$ cat src/rtl/addr_ram_pkg.sv
// Shared types and constants for the layer-step to database-window lookup.
package addr_ram_pkg;

  localparam int STEP_W = 7;
  localparam int ADDR_W = 15;
  localparam int IDX_W  = 4;

  typedef enum logic [1:0] {
    IDLE = 2'd0,
    PIX  = 2'd1,
    DW   = 2'd2,
    PW   = 2'd3
  } step_class_e;

  localparam logic [STEP_W-1:0] PIX_STEP_0 = 7'd1;
  localparam logic [STEP_W-1:0] PIX_STEP_1 = 7'd2;

  // DW steps run every 4 from 3 to 31, then resume at 37 after the PW 33/35 pair
  localparam logic [STEP_W-1:0] DW_LO_FIRST = 7'd3;
  localparam logic [STEP_W-1:0] DW_LO_LAST  = 7'd31;
  localparam logic [STEP_W-1:0] DW_HI_FIRST = 7'd37;
  localparam logic [STEP_W-1:0] DW_HI_LAST  = 7'd49;

  localparam logic [STEP_W-1:0] PW_LO_FIRST = 7'd5;
  localparam logic [STEP_W-1:0] PW_LO_LAST  = 7'd33;
  localparam logic [STEP_W-1:0] PW_HI_FIRST = 7'd35;
  localparam logic [STEP_W-1:0] PW_HI_LAST  = 7'd51;

  localparam logic [IDX_W-1:0] SPLIT_LAYER = 4'd8;

endpackage

$ cat src/rtl/addr_step_decode.sv
// Combinational step classifier: class, layer index, and the number of
// opposite-kind weight blocks stored ahead of this one.
module addr_step_decode
  import addr_ram_pkg::*;
(
  input  logic [STEP_W-1:0] step,
  output step_class_e       cls,
  output logic [IDX_W-1:0]  layer,
  output logic [IDX_W-1:0]  opp
);

  logic [STEP_W-1:0] dw_lo_off, dw_hi_off, pw_lo_off, pw_hi_off;

  assign dw_lo_off = step - DW_LO_FIRST;
  assign dw_hi_off = step - DW_HI_FIRST;
  assign pw_lo_off = step - PW_LO_FIRST;
  assign pw_hi_off = step - PW_HI_FIRST;

  always_comb begin
    cls   = IDLE;
    layer = '0;
    opp   = '0;
    if (step == PIX_STEP_0) begin
      cls = PIX;
    end else if (step == PIX_STEP_1) begin
      cls   = PIX;
      layer = 4'd1;
    end else if (step >= DW_LO_FIRST && step <= DW_LO_LAST && dw_lo_off[1:0] == 2'b00) begin
      cls   = DW;
      layer = IDX_W'(dw_lo_off >> 2);
      opp   = layer;
    end else if (step >= DW_HI_FIRST && step <= DW_HI_LAST && dw_hi_off[1:0] == 2'b00) begin
      cls   = DW;
      layer = IDX_W'(dw_hi_off >> 2) + SPLIT_LAYER;
      opp   = layer + 4'd1;
    end else if (step >= PW_LO_FIRST && step <= PW_LO_LAST && pw_lo_off[1:0] == 2'b00) begin
      cls   = PW;
      layer = IDX_W'(pw_lo_off >> 2);
      opp   = layer + 4'd1;
    end else if (step >= PW_HI_FIRST && step <= PW_HI_LAST && pw_hi_off[1:0] == 2'b00) begin
      cls   = PW;
      layer = IDX_W'(pw_hi_off >> 2) + SPLIT_LAYER;
      opp   = layer;
    end
  end

endmodule

$ cat src/rtl/addr_ram_map.sv
// Registered step -> {firstaddr, lastaddr, read strobe} lookup for the memory loader.
// Optional ADDRRAM_OVF_EN adds an addr_ovf flag for windows ending past the address space.
module addr_ram_map
  import addr_ram_pkg::*;
#(
  parameter int unsigned picture_size          = 1024,
  parameter int unsigned convolution_size_1by1 = 64,
  parameter int unsigned convolution_size_3by3 = 288
) (
  input  logic              clk,
  input  logic              rst_n,
  input  logic [STEP_W-1:0] step,
  output logic              re_RAM_p,
  output logic              re_RAM_w,
  output logic [ADDR_W-1:0] firstaddr,
  output logic [ADDR_W-1:0] lastaddr
`ifdef ADDRRAM_OVF_EN
  ,
  output logic              addr_ovf
`endif
);

  localparam logic [31:0] PIC_BASE = 32'(2 * picture_size);
  localparam logic [31:0] PIC_SZ   = 32'(picture_size);
  localparam logic [31:0] C1_SZ    = 32'(convolution_size_1by1);
  localparam logic [31:0] C3_SZ    = 32'(convolution_size_3by3);

  step_class_e      cls;
  logic [IDX_W-1:0] layer, opp;
  logic [31:0]      first_full, size_full, last_full;
  logic             active;

  addr_step_decode u_decode (
    .step  (step),
    .cls   (cls),
    .layer (layer),
    .opp   (opp)
  );

  // Window arithmetic is done 32 bits wide so overflow past ADDR_W stays visible
  always_comb begin
    first_full = '0;
    size_full  = '0;
    active     = 1'b1;
    case (cls)
      PIX: begin
        first_full = (layer == '0) ? 32'd0 : PIC_SZ;
        size_full  = PIC_SZ;
      end
      DW: begin
        first_full = PIC_BASE + 32'(layer) * C3_SZ + 32'(opp) * C1_SZ;
        size_full  = C3_SZ;
      end
      PW: begin
        first_full = PIC_BASE + 32'(opp) * C3_SZ + 32'(layer) * C1_SZ;
        size_full  = C1_SZ;
      end
      default: active = 1'b0;
    endcase
    last_full = active ? (first_full + size_full - 32'd1) : 32'd0;
  end

  // Output register stage
  always_ff @(posedge clk or negedge rst_n) begin
    if (!rst_n) begin
      re_RAM_p  <= 1'b0;
      re_RAM_w  <= 1'b0;
      firstaddr <= '0;
      lastaddr  <= '0;
    end else begin
      re_RAM_p  <= (cls == PIX);
      re_RAM_w  <= (cls == DW) || (cls == PW);
      firstaddr <= first_full[ADDR_W-1:0];
      lastaddr  <= last_full[ADDR_W-1:0];
    end
  end

  logic unused_first_hi;
  assign unused_first_hi = ^first_full[31:ADDR_W];

`ifdef ADDRRAM_OVF_EN
  logic ovf_next;
  assign ovf_next = |last_full[31:ADDR_W];

  always_ff @(posedge clk or negedge rst_n) begin
    if (!rst_n) addr_ovf <= 1'b0;
    else        addr_ovf <= ovf_next;
  end

  always @(posedge clk) begin
    if (rst_n && ovf_next && !addr_ovf)
      $error("addr_ram_map: window for step %0d ends at %0d, beyond the address space", step, last_full);
  end
`else
  logic unused_last_hi;
  assign unused_last_hi = ^last_full[31:ADDR_W];
`endif

endmodule

$ cat config.mk
export PLATFORM = sky130hd
export DESIGN_NAME = addr_ram_map
export DESIGN_NICKNAME = d
export VERILOG_FILES = /design/src/rtl/addr_ram_pkg.sv /design/src/rtl/addr_step_decode.sv /design/src/rtl/addr_ram_map.sv
export SDC_FILE = /design/constraint.sdc
export NUM_CORES = 1
export LEC_CHECK = 0
export ABC_AREA = 1
export BUFFER_PORTS_ARGS = -buffer_cell sky130_fd_sc_hd__buf_2
export CAP_MARGIN = 5
export CORE_ASPECT_RATIO = 0.7
export CORE_MARGIN = 1.5
export CORE_UTILIZATION = 56
export DETAILED_ROUTE_END_ITERATION = 10
export PLACE_DENSITY = 0.89
export SETUP_SLACK_MARGIN = 0.5
export SYNTH_ARGS = -nofsm -noshare
export SYNTH_HDL_FRONTEND = slang
export SYNTH_SLANG_ARGS = --single-unit
$ cat constraint.sdc
create_clock -name clk -period 0.8 [get_ports clk]
set_input_delay 0.04 -clock clk [delete_from_list [all_inputs] [get_ports clk]]
set_output_delay 0.04 -clock clk [all_outputs]
set_load 0.005 [all_outputs]
==> qor.csv, run 1 <==
metric,value,unit
CTS buffer count,3,
Setup Buffers After CTS,48,
Fail Step,4_1_cts,
Ports,41,
initial core utilization,59.9,%
most common cell in the netlist,nand2_1,
Inst Count DP,481,
Netlist cell types,31,
#FFs+latches synth,22,
post-synth top area share,25.5,%
Avg Inst Size Synth,6.88,sq um
status,did not finish,
"Seq/Total Area, Yosys",25.5,%
pre-CTS setup slack,-3.08,ns
CTS Buffer Depth,2,
die height,55.0,microns
"Cell Area, Synth",2160,sq um
CTS H-tree lvls,1,
port bufs,34,
Yosys top cell by area,dfrtp_1,
Final HPWL DP,6510,microns
die width,77.2,microns
Site Rows,18,
"top cells by area, synth","dfrtp_1 25%, ha_1 14%, nand2_1 12%, inv_1 9.0%, nor2_1 6.4%",
Syn Inst Count,314,
Root Buffer,clkbuf_8,
Post-synth top cells,"71 x nand2_1, 52 x inv_1, 37 x nor2_1",
Synth Flop Type,dfrtp_1,
Post-synth ARST share,100,%
PostCTS Resize Cnt,196,
Clock Sinks,22,
RePlAce Congestion,0.951,
"Warnings, synthesis",0,
Tool Error,"[ERROR DPL-0038] Utilization greater than 100%, impossible to legalize",
number of synthesized flops with an enable pin,0,
-- cells by family after synthesis --
| family | share of synthesized area, % |
|---|---|
| compound gates | 11.1 |
| simple gates | 31.0 |
| xor+xnor | 2.38 |
| fa+ha+maj | 16.7 |
| other cells | 0.174 |
| buf+inv | 13.2 |
| flops | 25.5 |
-- per-stage QoR --
stage                     util [%]  TNS (ns)  area (sq um)
after global placement        89.3    -39.40          3220
after detailed placement      89.3    -44.08          3220
after floorplan                  -    -29.57          2410
==> run 2, diff against run 1 <==
- CORE_ASPECT_RATIO: 0.7 -> default
- CORE_UTILIZATION: 56 -> 40
- PLACE_DENSITY: 0.89 -> default
- PLACE_DENSITY_LB_ADDON: default -> 0.15
- SETUP_SLACK_MARGIN: 0.5 -> default
==> qor.csv, run 2 <==
metric,value,unit,change
"top cells by area, synth","dfrtp_1 25%, ha_1 14%, nand2_1 12%, inv_1 9.0%, nor2_1 6.4%",,
critical path data arrival time,3.57,ns,
DR pass1 iterations,4,,
die area,5850,sq um,
min cycle time layout,3.42,ns,
Hold WC Path Type,in -> async,,
Post-DP Area,3240,sq um,+0.78%
grt total ovfl,0,,
RSZ-0062 raised after global routing,true,,
Power Density,1230,nW/um^2,
"commonest non-fill, non-tap cell in the layout",buf_4,,
initial antenna violation count,0,,
VDD IR max,0.00120,V,
CP Launch Type,primary input,,
CTS H-tree lvls,1,,unchanged
most frequent cells in the layout,"98 x buf_4, 41 x nand2_1, 33 x inv_1",,
failing checks,setup timing,,
Largest Register,lastaddr,,
max-cap violation count,0,,
CP max FO,4,,
leading registers by flop count,"lastaddr x11, firstaddr x9",,
DR iter-0 viols,150,,
number of flip-flops in the largest register,11,,
CP required,0.96,ns,
die height,76.5,microns,+39%
Synth Flop Type,dfrtp_1,,
initial core utilization,42.0,%,-18 points
DRC viols,0,,
"wirelength, routed",8540,microns,
final antenna-violating net count,0,,
Root Buffer,clkbuf_8,,
CTS buffer count,3,,unchanged
vias in the first global route,2771,,
status,"complete, but fails checks",,
synthesis-to-finish area growth,96.5,%,
final setup fails,30,,
first-pass GRT wire length,12700,microns,
hold_ws,0.260,ns,
nets,511,,
Crit Path Class,in -> reg,,
Final HPWL DP,4650,microns,-29%
Netlist cell types,31,,unchanged
CTS tree,yes,,
endpoint class of the critical path,register,,
Post-synth top cells,"71 x nand2_1, 52 x inv_1, 37 x nor2_1",,
Fmax,293,MHz,
Yosys top cell by area,dfrtp_1,,
critical path startpoint,step[1],,
post-synth top area share,25.5,%,unchanged
largest net degree at the start of global routing,23,,
Ports,41,,unchanged
Clock Sinks,22,,unchanged
port bufs,34,,unchanged
GRT Resource Usage Total,26.7,%,
wire per inst,15.7,microns,
post-route cell area,4240,sq um,
fraction of layout cells with a size suffix above 1,67.3,%,
Vias,2758,,
die width,76.5,microns,-0.97%
Static Leak,2.21,nW,
most common cell in the netlist,nand2_1,,
Syn Inst Count,314,,unchanged
crit path max-delay cell type,o31ai_1,,
Site Rows,26,,+8
CTS Buffer Depth,2,,unchanged
Final Slew Violations,0,,
Worst-path clk slew,0.08,ns,
Post-synth ARST share,100,%,unchanged
"Seq/Total Area, Yosys",25.5,%,unchanged
Avg Inst Size Synth,6.88,sq um,unchanged
number of synthesized flops with an enable pin,0,,unchanged
"Cell Area, Synth",2160,sq um,unchanged
#FFs+latches synth,22,,unchanged
# diodes,0,,
final hold violations,0,,
RePlAce Congestion,0.852,,-10%
Core ar.,5140,sq um,
fin util,82.6,%,
pre-CTS setup slack,-2.99,ns,+0.0922 ns
fin worst setup slack,-2.62,ns,
"Warnings, synthesis",0,,unchanged
period utilization,427,%,
Tot Pwr,5.21,mW,
CP max stage delay,0.31,ns,
via/cell ratio,5.07,,
-- run 2: cell counts after synthesis --
No cell type changed its count.
-- run 2: critical path: cells and delay by family --
family | cells | cell delay (ns)
AOI/OAI and AO/OA | 8 | 1.21
adders and majority gates | 3 | 0.74
buffers and inverters | 6 | 0.68
and+or+nand+nor | 10 | 0.89
-- run 2: worst paths after layout --
path / endpoint
worst max-delay path: lastaddr[13]
worst min-delay path: lastaddr[4]
max in group asynchronous: firstaddr[5]
min in group clk: re_RAM_p
-- run 2: routing by layer --
layer	vias to the layer above	share of wire, %	GRT usage [%]
met3	37	4.5	4.55
met1	1307	39	32.3
met4	0	3.9	6.30
met2	101	53	48.9
li1	1313	-	-
met5	-	0	0
-- run 2: layout make-up --
type                       count  area, sq um
multi-input combinational    232         2050
timing repair buffer         160         1270
fill                         294          896
sequential                    22          551
inverter                      56          234
tap                           70         87.6
clock buffer                   4         55.1
-- run 2: timing repair --
| action | 4_1_cts | 5_1_grt |
|---|---|---|
| setup buffers | 37 | 8 |
| pin swaps | 67 | 42 |
| hold endpoints to repair | 22 | 0 |
| endpoints found under the setup margin | 29 | 45 |
| gates resized for setup | 128 | 43 |
| hold buffers | 1 | 0 |
| cloned | 1 | 0 |
-- run 2: report_power, final --
| group | leakage (nW) | switching (mW) | internal, mW |
|---|---|---|---|
| Clock | 0.0288 | 0.361 | 0.439 |
| Sequential | 0.295 | 0.0292 | 1.23 |
| Combinational | 1.89 | 1.57 | 1.57 |
-- run 2: logic make-up after synthesis --
logic type,synth area share [%]
AND/OR/NAND/NOR,31.0
AO/OA/AOI/OAI,11.1
other,0.174
adder cells (fa/ha/maj),16.7
flip-flops,25.5
XOR/XNOR,2.38
buffers and inverters,13.2
-- run 2: metrics by stage --
stage	std cells	TNS (ns)
floorplan	319	-29.54
global placement	502	-40.26
detailed placement	502	-40.95
CTS	536	-31.79
global route	544	-37.53
finish	544	-34.80
(Power assumes the default switching activity.)
